`src/rtl/apb4_regfile_gen.sv`:
```
// APB4 register file: RW config registers, RO status registers, W1C interrupt
// status with enable mask, and a write-only command pulse register.
module apb4_regfile_gen #(
    parameter int unsigned ADDR_W = 12,
    parameter int unsigned DATA_W = 32,
    parameter int unsigned N_RW   = 4,
    parameter int unsigned N_RO   = 2,
    parameter int unsigned N_IRQ  = 8,
    parameter logic [N_RW*DATA_W-1:0] RW_RST = '0
) (
    input  logic                     clk,
    input  logic                     rst_b,
    input  logic [ADDR_W-1:0]        paddr,
    input  logic                     psel,
    input  logic                     penable,
    input  logic                     pwrite,
    input  logic [DATA_W-1:0]        pwdata,
    input  logic [DATA_W/8-1:0]      pstrb,
    output logic [DATA_W-1:0]        prdata,
    output logic                     pready,
    output logic                     pslverr,
    output logic [N_RW*DATA_W-1:0]   cfg_rw,
    input  logic [N_RO*DATA_W-1:0]   sts_ro,
    input  logic [N_IRQ-1:0]         irq_set,
    output logic                     irq,
    output logic [DATA_W-1:0]        cmd_pulse
);

    localparam int unsigned STRB_W = DATA_W / 8;
    localparam int unsigned PAGE_W = ADDR_W - 8;

    typedef enum logic {
        ST_IDLE,
        ST_ACCESS
    } state_t;

    state_t state_q, state_d;

    logic [DATA_W-1:0] rw_q [N_RW];
    logic [N_IRQ-1:0]  ist_q;
    logic [N_IRQ-1:0]  ien_q;
    logic              irq_q;
    logic [DATA_W-1:0] cmd_q;
    logic [DATA_W-1:0] rdata_q;
    logic              err_q;

    logic [PAGE_W-1:0] page;
    logic [5:0]        idx;
    logic              hit_rw, hit_ro, hit_sys, hit_ist, hit_ien, hit_cmd;
    logic              misalign, err_c;
    logic [DATA_W-1:0] rd_mux;
    logic [DATA_W-1:0] wmask, wdata_m;
    logic              cap, wr_en, ready_c;
    logic              wr_rw, wr_ist, wr_ien, wr_cmd;
    logic [N_IRQ-1:0]  ist_clr;

    // Address decode: 256-byte pages select RW / RO / system registers
    assign page     = paddr[ADDR_W-1:8];
    assign idx      = paddr[7:2];
    assign hit_rw   = (page == '0) && (7'(idx) < 7'(N_RW));
    assign hit_ro   = (page == PAGE_W'(1)) && (7'(idx) < 7'(N_RO));
    assign hit_sys  = (page == PAGE_W'(2));
    assign hit_ist  = hit_sys && (idx == 6'd0);
    assign hit_ien  = hit_sys && (idx == 6'd1);
    assign hit_cmd  = hit_sys && (idx == 6'd2);
    assign misalign = (DATA_W == 32) && (paddr[1:0] != 2'b00);
    assign err_c    = misalign || !(hit_rw || hit_ro || hit_ist || hit_ien || hit_cmd)
                      || (pwrite && hit_ro);

    always_comb begin
        rd_mux = '0;
        for (int i = 0; i < int'(N_RW); i++) begin
            if (hit_rw && (idx == 6'(i))) rd_mux = rw_q[i];
        end
        for (int j = 0; j < int'(N_RO); j++) begin
            if (hit_ro && (idx == 6'(j))) rd_mux = sts_ro[j*DATA_W +: DATA_W];
        end
        if (hit_ist) rd_mux = DATA_W'(ist_q);
        if (hit_ien) rd_mux = DATA_W'(ien_q);
    end

    always_comb begin
        wmask = '0;
        for (int b = 0; b < int'(STRB_W); b++) begin
            wmask[b*8 +: 8] = {8{pstrb[b]}};
        end
    end
    assign wdata_m = pwdata & wmask;

    // Transfer phase: first access cycle captures read data, second completes
    always_ff @(posedge clk or negedge rst_b) begin
        if (!rst_b) state_q <= ST_IDLE;
        else        state_q <= state_d;
    end

    always_comb begin
        state_d = state_q;
        cap     = 1'b0;
        wr_en   = 1'b0;
        ready_c = 1'b0;
        case (state_q)
            ST_IDLE: begin
                if (psel && penable) begin
                    state_d = ST_ACCESS;
                    cap     = 1'b1;
                end
            end
            ST_ACCESS: begin
                state_d = ST_IDLE;
                if (psel && penable) begin
                    ready_c = 1'b1;
                    wr_en   = pwrite && !err_q;
                end
            end
            default: state_d = ST_IDLE;
        endcase
    end

    assign pready  = ready_c;
    assign pslverr = ready_c && err_q;
    assign prdata  = ready_c ? rdata_q : '0;

    always_ff @(posedge clk or negedge rst_b) begin
        if (!rst_b) begin
            rdata_q <= '0;
            err_q   <= 1'b0;
        end else if (cap) begin
            err_q   <= err_c;
            rdata_q <= (err_c || pwrite) ? '0 : rd_mux;
        end
    end

    assign wr_rw   = wr_en && hit_rw;
    assign wr_ist  = wr_en && hit_ist;
    assign wr_ien  = wr_en && hit_ien;
    assign wr_cmd  = wr_en && hit_cmd;
    assign ist_clr = wr_ist ? wdata_m[N_IRQ-1:0] : '0;

    always_ff @(posedge clk or negedge rst_b) begin
        if (!rst_b) begin
            for (int i = 0; i < int'(N_RW); i++) rw_q[i] <= RW_RST[i*DATA_W +: DATA_W];
        end else begin
            for (int i = 0; i < int'(N_RW); i++) begin
                if (wr_rw && (idx == 6'(i))) rw_q[i] <= (rw_q[i] & ~wmask) | wdata_m;
            end
        end
    end

    // Hardware set takes priority over a software clear of the same bit
    always_ff @(posedge clk or negedge rst_b) begin
        if (!rst_b) begin
            ist_q <= '0;
            ien_q <= '0;
            irq_q <= 1'b0;
            cmd_q <= '0;
        end else begin
            ist_q <= (ist_q & ~ist_clr) | irq_set;
            if (wr_ien) ien_q <= (ien_q & ~wmask[N_IRQ-1:0]) | wdata_m[N_IRQ-1:0];
            irq_q <= |(ist_q & ien_q);
            cmd_q <= wr_cmd ? wdata_m : '0;
        end
    end

    assign irq       = irq_q;
    assign cmd_pulse = cmd_q;

    for (genvar i = 0; i < int'(N_RW); i++) begin : g_cfg
        assign cfg_rw[i*DATA_W +: DATA_W] = rw_q[i];
    end

endmodule

```
`config.mk`:
```
export PLATFORM = sky130hd
export DESIGN_NAME = apb4_regfile_gen
export DESIGN_NICKNAME = d
export VERILOG_FILES = /design/src/rtl/apb4_regfile_gen.sv
export SDC_FILE = /design/constraint.sdc
export NUM_CORES = 1
export LEC_CHECK = 0
export BUFFER_PORTS_ARGS = -buffer_cell sky130_fd_sc_hd__buf_2
export CORE_MARGIN = 2
export CORE_UTILIZATION = 53
export CTS_BUF_LIST = sky130_fd_sc_hd__clkbuf_8
export CTS_CLUSTER_SIZE = 25
export DETAILED_ROUTE_END_ITERATION = 10
export PLACE_DENSITY = 0.88
export SYNTH_ARGS = -nofsm -noshare
export SYNTH_HDL_FRONTEND = slang
export SYNTH_SLANG_ARGS = --single-unit
```
`constraint.sdc`:
```
create_clock -name clk -period 2.2 [get_ports clk]
set_input_delay 0.44 -clock clk [delete_from_list [all_inputs] [get_ports clk]]
set_output_delay 0.44 -clock clk [all_outputs]
set_load 0.02 [all_outputs]
```
* Word-level counts from Yosys, hierarchy flattened
Index checks and enable logic that the tools add are counted.
** Word-level totals
- Register bits :: 211
- Input port bits :: 125
** Operators by class
- $lt $le $gt $ge :: 2
- Equality and inequality tests :: 5
- Mux-type cells :: 18
- Bitwise logic cells :: 18
- Reduce and logical (&&, ||, !) cells :: 36
** Operator list (count)
- $mux W32 :: 11
- $and A32 B32 Y32 :: 5
- $or A32 B32 Y32 :: 4
- $not A32 Y32 :: 1
- $and A8 B8 Y8 :: 3
- $logic_and A1 B1 Y1 :: 23
- $not A8 Y8 :: 2
- $or A8 B8 Y8 :: 2
- $eq A6 B2 Y1 const B :: 2
- $mux W8 :: 1
- $reduce_or A8 Y1 :: 1
- $logic_or A1 B1 Y1 :: 7
- $eq A6 B1 Y1 const B :: 1
- $logic_not A6 Y1 :: 1
- $lt A6 B2 Y1 const B :: 1
- $lt A6 B3 Y1 const B :: 1
- $mux W1 :: 5
- $eq A4 B1 Y1 const B :: 1
- $eq A4 B2 Y1 const B :: 1
- $logic_not A4 Y1 :: 1
- $logic_not A1 Y1 :: 2
- $pmux W1 S2 :: 1
- $reduce_bool A2 Y1 :: 1
- $not A1 Y1 :: 1

* Logic depth before layout (Yosys ltp)
- Depth after elaboration :: 12
- Mapped depth :: 8
- Mapped depth without buffers :: 5

* Least setup slack after synthesis
OpenSTA, ideal clock, no wires.
- Kind :: input-to-reg
- Start point :: in paddr[5]
- End point :: reg (tool-made name)
- Setup time :: 125 ps
- Arrival :: 2223 ps
- Data required time :: 2075 ps
- Path slack :: -148 ps
- Cell stages on the path :: 7
- Cell sequence :: or4_1 buf_2 nor2_1 buf_2 nand3_2 nor2_4 mux2_2
** RTL lines
- from (decl) :: RTL line 13 : input logic [ADDR_W-1:0] paddr,

* Final worst setup path
- Start point :: reg state_q
- End point :: out prdata[0]
** Between the ends
- Word-level cells in the longest chain between the ends :: 2
** RTL lines
- from (decl) :: RTL line 37 : state_t state_q, state_d;
- from (signal assigned) :: RTL line 93 : else state_q <= state_d;
- $mux W1 :: RTL line 101 : case (state_q)
- $mux W32 :: RTL line 121 : assign prdata = ready_c ? rdata_q : '0;
- to (decl) :: RTL line 19 : output logic [DATA_W-1:0] prdata,
No other way between the ends.

==> impl_metrics.json <==
{
  "min_period_ns": 2.12,
  "timing.fmax_mhz": 471,
  "cts_inserted_buffers": 37,
  "p_leak_nw": 7.35,
  "fin_setup_tns_ns": 0,
  "hp-class": "in -> reg",
  "worst_ep_arrival_time_ns": 1.68,
  "vdd_ir_drop_max_v": 0.000568,
  "drive_gt1_share_pct": 49.7,
  "drc": 0,
  "post-place-ws_ns": -0.290,
  "final.period_utilization_pct": 96.6,
  "regToRegSetupSlack_ns": 0.17,
  "fp.dieH_um": 142,
  "critPathCaptureType": "primary output",
  "slew_viol_final": 0,
  "core-area_mm2": 0.0187,
  "synthTopCellsByArea": "dfrtp_1, mux2_2, mux2i_1",
  "power_per_cell_area_mw_per_mm2": 581,
  "crit_slowest_cell": "dfrtp_1",
  "dp.cells": 1449,
  "antenna_found_initial": 3,
  "clockBufferDepth": 3,
  "routed.top_layer": "met4",
  "crit_required_ns": 1.76,
  "nets": 1380,
  "dieArea_mm2": 0.0202,
  "avgSynthCellArea_um2": 11.7,
  "port_buffers": 319,
  "rsz0062_at_grt": "no",
  "cap_violations": 0,
  "drt-met1-wl_mm": 13.5,
  "synth-seq-cells": 211,
  "tritoncts": "yes",
  "timing.final.ws_setup_ns": 0.0752,
  "tightestPinTransition_ns": 1.19,
  "ys_warn_count": 0,
  "cts-root-buf": "clkbuf_8",
  "met3WireLength_mm": 3.10,
  "ys_types": 50,
  "synth_top_cell_by_area": "dfrtp_1",
  "ios": 320,
  "syn_nets": 993,
  "grtUsageTotal_pct": 33.9,
  "startpoint_type": "register",
  "grt_pass1_vias": 9361,
  "grt_max_degree": 61,
  "hold_violations": 0,
  "vias": 9045,
  "totalWireLength_mm": 34.7,
  "dr.first_iter.drc_count": 684,
  "crit_buf_inv": 2,
  "grt.overflow.total": 0,
  "clock-sinks": 211,
  "cts_max_level": 2,
  "grt_pass1_wl_mm": 52.3,
  "critPathKind": "reg -> out",
  "viasPerCell": 5.98,
  "path_cells": "and3_2 -> buf_6 -> and2_1 -> buf_2",
  "synthCells": 868,
  "fp-row-count": 50,
  "setup_viol": 0,
  "clock_latency_ns": 0.54,
  "finalNonFillerCells": 1513,
  "wire_per_inst_um": 22.9,
  "fin_worst_skew_ns": 0.0249,
  "timing.hold.ws_ns": 0.0957,
  "ys_seq_area_share_pct": 52.1,
  "placed_cell_area_mm2": 0.0127,
  "yosys.area.top_type_share_pct": 52.1,
  "fp.dieW_um": 142,
  "cp_top_family": "simple AND/OR/NAND/NOR gates",
  "fin_area_mm2": 0.0134,
  "post-route-util_pct": 71.5,
  "power_mw": 7.76,
  "worst_path_largest_cell_delay_ns": 0.37,
  "met2_length_mm": 16.6,
  "outcome": "finished, final reports clean",
  "start_util_pct": 54.2,
  "drtAntennaViolNets": 0,
  "syn_to_final_growth_pct": 31.9,
  "netlist_area_mm2": 0.0101,
  "dpl.hpwl_mm": 24.8,
  "crit_path_max_fanout": 17,
  "globalplace.congestion": 0.914,
  "cts.clk_slew.worst_paths_ns": 0.06,
  "relSlewSlack_pct": 20.6,
  "post_cts_buffers": 0,
  "first_pass_iters": 5
}
==> layout by cell type, fill, tap and decap left out, types with 4 or more instances in the layout <==
| master | count |
|---|---|
| mux2i_1 | 35 |
| diode_2 | 5 |
| buf_12 | 14 |
| nand3_1 | 10 |
| a21o_1 | 10 |
| clkbuf_8 | 44 |
| and2_1 | 55 |
| o211ai_1 | 6 |
| nand2_2 | 4 |
| o311ai_0 | 6 |
| o22ai_1 | 23 |
| inv_1 | 13 |
| and3_1 | 40 |
| nand2_1 | 34 |
| a22o_1 | 12 |
| nor3_1 | 6 |
| o21ai_0 | 42 |
| a21oi_1 | 51 |
| buf_2 | 317 |
| a22oi_1 | 4 |
| a32oi_1 | 10 |
| dfrtp_1 | 211 |
| mux2_2 | 152 |
| a221o_1 | 11 |
| buf_4 | 69 |
| nor2_1 | 49 |
==> cell usage after synthesis (all sizes together) <==
| master | count |
|---|---|
| o311ai | 6 |
| mux2i | 35 |
| a21o | 10 |
| o211ai | 6 |
| a211oi | 1 |
| nand2 | 38 |
| a22o | 12 |
| a32oi | 10 |
| a21oi | 54 |
| mux4 | 3 |
| and3 | 41 |
| mux2 | 154 |
| o22ai | 23 |
| nor3 | 9 |
| o21ai | 42 |
| buf | 16 |
| nand3 | 11 |
| a221o | 11 |
| nand3b | 1 |
| a22oi | 4 |
| clkbuf | 40 |
| a32o | 1 |
| nand4 | 1 |
| and2 | 56 |
| dfrtp | 211 |
| or4 | 2 |
| nor4 | 5 |
| a211o | 2 |
| nor2 | 51 |
| inv | 3 |
| or4b | 3 |
| nor4b | 3 |
| or3 | 1 |
| a2111oi | 1 |
| nor2b | 1 |
==> layer usage <==
metal / track usage (%) / vias to the layer above
li1: - / 3966
met4: 16.1 / 0
met1: 42.9 / 4417
met3: 7.57 / 117
met2: 55.6 / 545
met5: 0 / -
==> report_power, final <==
group | internal [mW] | leakage, nW | switching, mW
Sequential | 3.88 | 2.90 | 0.000528
Clock | 1.77 | 0.379 | 1.58
Combinational | 0.188 | 4.06 | 0.343
==> path summary, 6_finish.rpt <==
check                           start                          to  cells past startpoint
max                           state_q                   prdata[0]                      4
min                        irq_set[4]                    ist_q[4]                      2
max reg2reg                     err_q                    register                      6
min reg2reg                rdata_q[2]                  rdata_q[2]                      2
max in group asynchronous       rst_b  asynchronous set/reset pin                      3
min in group asynchronous       rst_b                cmd_pulse[4]                      2
==> what timing repair did <==
| item | 4_1_cts | 5_1_grt |
|---|---|---|
| endpoints found under the hold margin | 44 | 0 |
| resized for setup | 0 | 3 |
| setup endpoints to repair | 0 | 33 |
| hold buffers | 1 | 0 |
==> cell families (layout without fill, tap and decap cells) <==
group	Yosys count	in the layout	synth area share [%]
other cells	0	5	0
simple gates	223	223	12.6
buf+inv	59	465	2.43
mux	192	192	21.2
flops	211	211	52.1
compound gates	183	183	11.6
==> area by class of cell <==
type	instances	area (um2)
repair buffers	404	2430
diodes	5	12.5
flip-flops and latches	211	5280
clock buffers	43	592
multi-input cells	598	4670
fillers	1236	5340
well taps	234	293
clock inverters	15	72.6
inverters	3	11.3
Note: power is estimated with default switching activity, not from simulation.
